File: config.mk
export PLATFORM = sky130hd
export DESIGN_NAME = mul_div_unit
export DESIGN_NICKNAME = d
export VERILOG_FILES = /design/src/rtl/mdu_pkg.sv /design/src/rtl/mdu_div_core.sv /design/src/rtl/mul_div_unit.sv
export SDC_FILE = /design/constraint.sdc
export NUM_CORES = 2
export LEC_CHECK = 0
export CELL_PAD_IN_SITES_DETAIL_PLACEMENT = 1
export CELL_PAD_IN_SITES_GLOBAL_PLACEMENT = 1
export CORE_MARGIN = 2
export CORE_UTILIZATION = 45
export CTS_BUF_LIST = sky130_fd_sc_hd__clkbuf_16
export DETAILED_ROUTE_END_ITERATION = 12
export PLACE_DENSITY_LB_ADDON = 0.1
export SYNTH_ARGS = -nofsm -noshare
export SYNTH_HDL_FRONTEND = slang
export SYNTH_SLANG_ARGS = --single-unit
File: constraint.sdc
create_clock -name clk -period 10.49 [get_ports clk]
set_input_delay 1.049 -clock clk [delete_from_list [all_inputs] [get_ports clk]]
set_output_delay 1.049 -clock clk [all_outputs]
set_load 0.01 [all_outputs]
File: src/rtl/mdu_pkg.sv
// mdu_pkg: shared op codes, FSM states and widths for the HI/LO multiply/divide unit
package mdu_pkg;
   localparam int WORD  = 32;
   localparam int DWORD = 64;
   typedef enum logic [2:0] {
      OP_MULT  = 3'd0,
      OP_MULTU = 3'd1,
      OP_DIV   = 3'd2,
      OP_DIVU  = 3'd3,
      OP_MTHI  = 3'd4,
      OP_MTLO  = 3'd5
   } op_t;
   typedef enum logic [1:0] {IDLE, MUL, DIV, FIX} state_t;
endpackage

File: src/rtl/mdu_div_core.sv
// mdu_div_core: iterative restoring divider, one quotient bit per step
// Ports: clk, rst; load latches dividend/divisor and clears the remainder;
// step performs one shift/trial-subtract; quo/rem expose the unsigned result.
module mdu_div_core
   import mdu_pkg::*;
(
   input  logic            clk,
   input  logic            rst,
   input  logic            load,
   input  logic            step,
   input  logic [WORD-1:0] dividend,
   input  logic [WORD-1:0] divisor,
   output logic [WORD-1:0] quo,
   output logic [WORD-1:0] rem
);
   logic [WORD-1:0] r, q, dv;
   logic [WORD:0]   t, d;
   assign t   = {r, q[WORD-1]};
   // bit WORD of the 33-bit difference is the borrow: set means restore
   assign d   = t - {1'b0, dv};
   assign quo = q;
   assign rem = r;
   always_ff @(posedge clk) begin
      if (rst) begin
         r  <= '0;
         q  <= '0;
         dv <= '0;
      end else if (load) begin
         r  <= '0;
         q  <= dividend;
         dv <= divisor;
      end else if (step) begin
         r <= d[WORD] ? t[WORD-1:0] : d[WORD-1:0];
         q <= {q[WORD-2:0], ~d[WORD]};
      end
   end
endmodule

File: src/rtl/mul_div_unit.sv
// mul_div_unit: multi-cycle MULT/MULTU/DIV/DIVU/MTHI/MTLO unit owning HI/LO
// Ports: clk, rst (sync, active high); start qualifies op/a/b; flush aborts
// any in-flight op; busy = state != IDLE; done pulses in the cycle HI/LO take
// a mul/div result; hi/lo are the architectural registers.
module mul_div_unit
   import mdu_pkg::*;
#(
   parameter int MUL_CYCLES = 2,
   parameter int DIV_ITERS  = 32
) (
   input  logic            clk,
   input  logic            rst,
   input  logic            start,
   input  logic [2:0]      op,
   input  logic [WORD-1:0] a,
   input  logic [WORD-1:0] b,
   input  logic            flush,
   output logic            busy,
   output logic            done,
   output logic [WORD-1:0] hi,
   output logic [WORD-1:0] lo
);
   state_t           state, state_n;
   logic [4:0]       cnt, cnt_n;
   logic [DWORD-1:0] prod, sa, sb;
   logic [WORD-1:0]  hi_n, lo_n, quo, rem, dvd, dvs;
   logic             sign_q, sign_r, accept, is_mul, is_div, sgn, dz, load, step;
   assign is_mul = op == OP_MULT || op == OP_MULTU;
   assign is_div = op == OP_DIV || op == OP_DIVU;
   assign sgn    = op == OP_MULT || op == OP_DIV;
   assign dz     = b == '0;
   assign accept = state == IDLE && start && !flush;
   assign busy   = state != IDLE;
   assign sa     = {{WORD{sgn & a[WORD-1]}}, a};
   assign sb     = {{WORD{sgn & b[WORD-1]}}, b};
   // divide by zero: feed the raw dividend unsigned against a zero divisor;
   // every trial subtract then succeeds, giving quo=all ones and rem=a
   assign dvd    = dz ? a : (sgn && a[WORD-1]) ? -a : a;
   assign dvs    = (sgn && b[WORD-1]) ? -b : b;
   mdu_div_core u_div (
      .clk(clk), .rst(rst), .load(load), .step(step),
      .dividend(dvd), .divisor(dvs), .quo(quo), .rem(rem)
   );
   always_comb begin
      state_n = state;
      cnt_n   = cnt;
      hi_n    = hi;
      lo_n    = lo;
      done    = 1'b0;
      load    = 1'b0;
      step    = 1'b0;
      if (flush) state_n = IDLE;
      else case (state)
         IDLE: if (start) begin
            if (op == OP_MTHI) hi_n = a;
            else if (op == OP_MTLO) lo_n = a;
            else if (is_mul) begin
               state_n = MUL;
               cnt_n   = 5'(MUL_CYCLES - 1);
            end else if (is_div) begin
               state_n = DIV;
               cnt_n   = 5'(DIV_ITERS - 1);
               load    = 1'b1;
            end
         end
         MUL: begin
            cnt_n   = cnt == '0 ? cnt : cnt - 5'd1;
            state_n = cnt == '0 ? IDLE : MUL;
            done    = cnt == '0;
            if (cnt == '0) {hi_n, lo_n} = prod;
         end
         DIV: begin
            step    = 1'b1;
            cnt_n   = cnt == '0 ? cnt : cnt - 5'd1;
            state_n = cnt == '0 ? FIX : DIV;
         end
         default: begin
            lo_n    = sign_q ? -quo : quo;
            hi_n    = sign_r ? -rem : rem;
            done    = 1'b1;
            state_n = IDLE;
         end
      endcase
   end
   always_ff @(posedge clk) begin
      if (rst) begin
         state  <= IDLE;
         cnt    <= '0;
         hi     <= '0;
         lo     <= '0;
         prod   <= '0;
         sign_q <= 1'b0;
         sign_r <= 1'b0;
      end else begin
         state <= state_n;
         cnt   <= cnt_n;
         hi    <= hi_n;
         lo    <= lo_n;
         if (accept && is_mul) prod <= sa * sb;
         if (accept && is_div) begin
            sign_q <= sgn && !dz && (a[WORD-1] ^ b[WORD-1]);
            sign_r <= sgn && !dz && a[WORD-1];
         end
      end
   end
endmodule

# Yosys cells after proc, flatten, opt, wreduce, memory -nomap -nowiden
# Index checks and enable logic that the tools add are counted.
[totals]
reg_bits = 233
latchBits = 0
ram_bits = 0
mem_bits_ro = 0
input_bits = 71
word_cells = 110
mem_count = 0
[op_classes]
add_sub_neg = 6
multipliers = 1
div = 0
order_cmp = 0
n_eq_ne = 15
n_shift = 0
muxes = 43
bitwise_logic = 6
n_reduce_logical = 29
[ops]
columns = ["operator", "count"]
rows = [
  ["$mux 32", 15],
  ["$pmux 32 s3", 2],
  ["$neg 32->32", 4],
  ["$mul 33x33->64", 1],
  ["$sub 33x32->33", 1],
  ["$logic_not 32->1", 1],
  ["$mux 5", 6],
  ["$mux 1", 12],
  ["$mux 2", 5],
  ["$ne 2x2->1 const B", 5],
  ["$pmux 5 s2", 1],
  ["$logic_and 1x1->1", 9],
  ["$reduce_or 2->1", 4],
  ["$reduce_and 7->1", 1],
  ["$eq 3x2->1 const B", 2],
  ["$eq 3x3->1 const B", 2],
  ["$pmux 2 s3", 1],
  ["$reduce_and 6->1", 1],
  ["$reduce_bool 2->1", 3],
  ["$logic_not 5->1", 1],
  ["$reduce_and 5->1", 1],
  ["$sub 5x1->5 const B", 1],
  ["$ne 2x1->1 const B", 2],
  ["$reduce_and 4->1", 1],
  ["12 further kinds", 18],
]

# Longest topological paths before layout
[logic_depth]
ltp_word = 10
depth_mapped = 32
mapped_depth_nobuf = 29

# Hierarchy
# From an unflattened synthesis, not the netlist that was laid out.
[hier_totals]
cells_unflattened = 6099
hier_area_um2 = 52302.7
[by_module_without_submodules]
columns = ["module", "n_inst", "cells_each", "area_per_inst_um2", "seq_area_each_um2"]
rows = [
  ["mul_div_unit", 1, 5354, 46394.5, 2742.6],
  ["mdu_div_core", 1, 745, 5908.2, 1921.8],
]

# Least setup slack after synthesis
# No wires, ideal clock.
[synth_timing]
path_kind = "input port to flip-flop"
startpoint = "in a[31]"
endpoint = "reg prod[62]"
t_arrival_ns = 8.888
path_slack_ns = 1.485
path_stages = 30
path_cell_list = "clkbuf_1 and2_1 clkbuf_1 clkbuf_1 nand2_1 inv_1 fa_1 fa_1 fa_1 inv_1 fa_1 inv_1 fa_1 fa_1 inv_1 fa_1 fa_1 inv_1 ha_1 clkbuf_1 a21oi_1 nand2b_1 a21boi_0 o21ai_0 nand2b_1 a21oi_1 nor2_1 a221oi_1 mux2i_1 nand2_1"
[synth_via]
elab_chain_cells = 2
[synth_rtl]
columns = ["element", "line_no", "source"]
rows = [
  ["start, declared", "mul_div_unit.sv:15", "input logic [WORD-1:0] a,"],
  ["$and 1x1->1", "mul_div_unit.sv:34", "assign sa = {{WORD{sgn & a[WORD-1]}}, a};"],
  ["$mul 33x33->64 *", "mul_div_unit.sv:99", "if (accept && is_mul) prod <= sa * sb;"],
  ["end signal, assigned", "mul_div_unit.sv:99", ""],
  ["end, declared", "mul_div_unit.sv:25", "logic [DWORD-1:0] prod, sa, sb;"],
]
# Every way passes the cells marked *; elsewhere a longest branch is shown, timed or not.
# A chain may end at the register's enable or synchronous reset.

# Worst setup path in the final report
[layout_timing]
startpoint = "in op[0]"
endpoint = "reg prod[62]"
[layout_via]
elab_chain_cells = 4
[layout_rtl]
columns = ["element", "line_no", "source"]
rows = [
  ["start, declared", "mul_div_unit.sv:14", "input logic [2:0] op,"],
  ["$eq 3x2->1 / $logic_not 3->1 (equally long branches)", "mul_div_unit.sv:30, mul_div_unit.sv:28", ""],
  ["$logic_or 1x1->1", "mul_div_unit.sv:30", "assign sgn = op == OP_MULT || op == OP_DIV;"],
  ["$and 1x1->1 (on tied branches)", "mul_div_unit.sv:34, mul_div_unit.sv:35", ""],
  ["$mul 33x33->64", "mul_div_unit.sv:99", ""],
]
# Parallel ways exist; a longest one is shown, timed or not.

==> out/metrics.csv <==
stage,metric,value,unit
timing,timing.setup.tns,0,ns
final_layout,mostFrequentLayoutCell,inv_1,
setup_path,cpMostUsedCell,fa_1,
global_routing,grt_usage,0.3163,
detailed_routing,drt-total-wl,183300,um
outcome,status,completed,
detailed_routing,avgRoutedWirePerCell,24.60,um
global_routing,grt_pass1_wl,281100,um
detailed_routing,via_count,41940,
synthesis,avgSynthCellArea,8.568,um^2
detailed_routing,ant_nets,0,
clock_tree,numCtsBuffers,26,
final_layout,finalNonFillerCells,7452,
timing,max-slew-margin-rel,0.05541,
run,maxCapViolCount,0,
global_routing,grt_antenna_before_repair,19,
timing,hold_viol,0,
synthesis,synth_area_leaders,"fa_1 (43%), dfxtp_1 (9.0%), inv_1 (8.5%)",
setup_path,cp.required,10.93,ns
detailed_routing,viasPerCell,5.628,
timing,fin_skew,0.02433,ns
clock_tree,cts_hold_buf,0,
synthesis,synth_top_cell_by_area,fa_1,
timing,min_period_over_period,0.8986,
detailed_routing,firstDrtPassIters,6,
setup_path,slowest_delay,0.79,ns
synthesis,syn_area,51840,um^2
synthesis,ys_async_sr_fraction,0,
global_routing,globalRoute.totalOverflow,0,
floorplan,dieArea,117900,um^2
clock_tree,clk_pin_slew,0.06,ns
detailed_routing,drc,0,
timing,period_minus_slack,9.426,ns
final_layout,final_cell_mix,"inv_1 (1179), fa_1 (1126), nand2_1 (1022), and2_1 (295), ha_1 (252)",
setup_path,critPathCaptureType,register,
synthesis,synthCells,6051,
final_layout,nNetsFinal,7370,
clock_tree,clock_sinks,233,
synthesis,synth-seq-area-share,0.08997,
floorplan,io_pins,137,
global_routing,grt_max_degree,82,
placed_design,placedCellCount,7403,
synthesis,synth_top_area_frac,0.4348,
setup_path,criticalPathCategory,input port to register,
placed_design,place.gp.congestion,0.9049,
clock_tree,worstSkewPairLatency,0.56,ns
final_layout,syn2layout_area_growth,6.299,%
floorplan,fp-row-count,124,
placed_design,dp_hpwl,147300,um
clock_tree,h-tree-depth,1,
timing,setup_viol,0,
timing,worstMarginPinSlew,1.412,ns
clock_tree,cts_resized,0,
synthesis,ys_types,80,
floorplan,die_w,343.4,um
floorplan,core_area,114300,um^2
synthesis,synth_nets,7502,
hold_path,hold_class,register to register,
global_routing,grt_pass1_vias,45650,
timing,drv_slew,0,
synthesis,yosys_warnings,0,
timing,timing.fmax,106.1,MHz
clock_tree,clockRootBuffer,clkbuf_16,
placed_design,numPortBuffers,136,
detailed_routing,drt_iter0_drc,2699,
floorplan,initial_core_util,0.4534,
clock_tree,post_cts_buffers,0,
setup_path,worstPathArrival,9.86,ns
final_layout,drive_above_1_share,0.04346,
synthesis,synthFlopType,dfxtp_1,
setup_path,worstPathMaxFanout,11,
synthesis,synth_edf_count,0,
floorplan,die_h,343.4,um
clock_tree,cts_tree,done,
setup_path,start_kind,input port,
synthesis,synth_seq_cells,233,
clock_tree,cts_buffer_depth,3,
timing,rsz0062_at_grt,no,
setup_path,cp_slowest_cell,and2_1,
-- metrics by stage --
step	setup WS, ns	hold WS (ns)	area (um^2)	utilization
finish	1.064	0.4564	55110	0.4819
floorplan	1.485	0.4316	51840	-
detailed placement	0.5293	0.4498	54270	0.4746
CTS	1.094	0.4585	55100	0.4819
global route	0.6561	0.4726	55110	0.4819
global placement	0.6816	0.4410	54270	0.4746
-- critical path, delay by kind of cell --
kind                       cells  cell delay [ns]
adders and majority gates      9             4.40
and+or+nand+nor                7             1.52
buffers and inverters          8             1.51
AOI/OAI and AO/OA              5             1.12
muxes                          1             0.23
-- kinds of logic (layout without fill, tap and decap cells) --
group,after synthesis,after routing,synth area share
and+or+nand+nor,1848,1848,0.1622
muxes,21,21,0.004055
AOI/OAI and AO/OA,777,777,0.09738
xor gates and xnor gates,204,204,0.03461
adders and majority gates,1380,1380,0.4961
DFF,233,233,0.08997
other,0,3,0
buffers and inverters,1588,1474,0.1157
-- state kept, by name (all words and copies together) (netlist names) --
signal and count:
prod 64, hi 32, lo 32, u_div.dv 32, u_div.quo 32, u_div.rem 32
cnt 5, state 2, sign_q 1, sign_r 1
-- area by class of cell --
type | instances | area [um^2]
Antenna cell | 3 | 7.507
Clock buffer | 27 | 675.6
Clock inverter | 19 | 157.7
Fill cell | 13490 | 59240
Inverter | 1175 | 4410
Multi-Input combinational cell | 4230 | 41260
Sequential cell | 233 | 4664
Tap cell | 1512 | 1892
Timing Repair Buffer | 253 | 2044
-- final timing paths --
check	depth (start not counted)	end	slack (ns)	start
max	30	prod[62]	1.06	op[0]
min	2	prod[18]	0.46	prod[18]
max reg2reg	8	lo[19]	6.53	state[1]
min reg2reg	2	prod[18]	0.46	prod[18]
-- metal layers --
layer / track usage / routed length, um
met5: 0 / 97
met2: 0.5116 / 83870
met1: 0.4477 / 80790
met3: 0.04189 / 12850
met4: 0.08561 / 5729
-- cell usage after synthesis, types with 13 or more instances --
library cell and number:
a31oi_1 31, nand2_1 1023, a21o_1 56, and3_1 36, nand4_1 21, buf_1 80
inv_1 1173, a221oi_1 62, o22ai_1 16, xnor2_1 109, nand2b_1 20, or4_1 13
nor2b_1 13, a311oi_1 32, a21oi_1 247, xor2_1 94, nand3_1 54, clkbuf_1 323
and2_1 295, mux2i_1 21, fa_1 1126, ha_1 254, dfxtp_1 233, nor2_1 252
nor3_1 39, o21ai_0 147, o31ai_1 29, o21bai_1 14, or3_1 20, a211oi_1 46
Power is not shown: default switching activity piles up to over one toggle a cycle in this logic, so the estimate is an artifact.
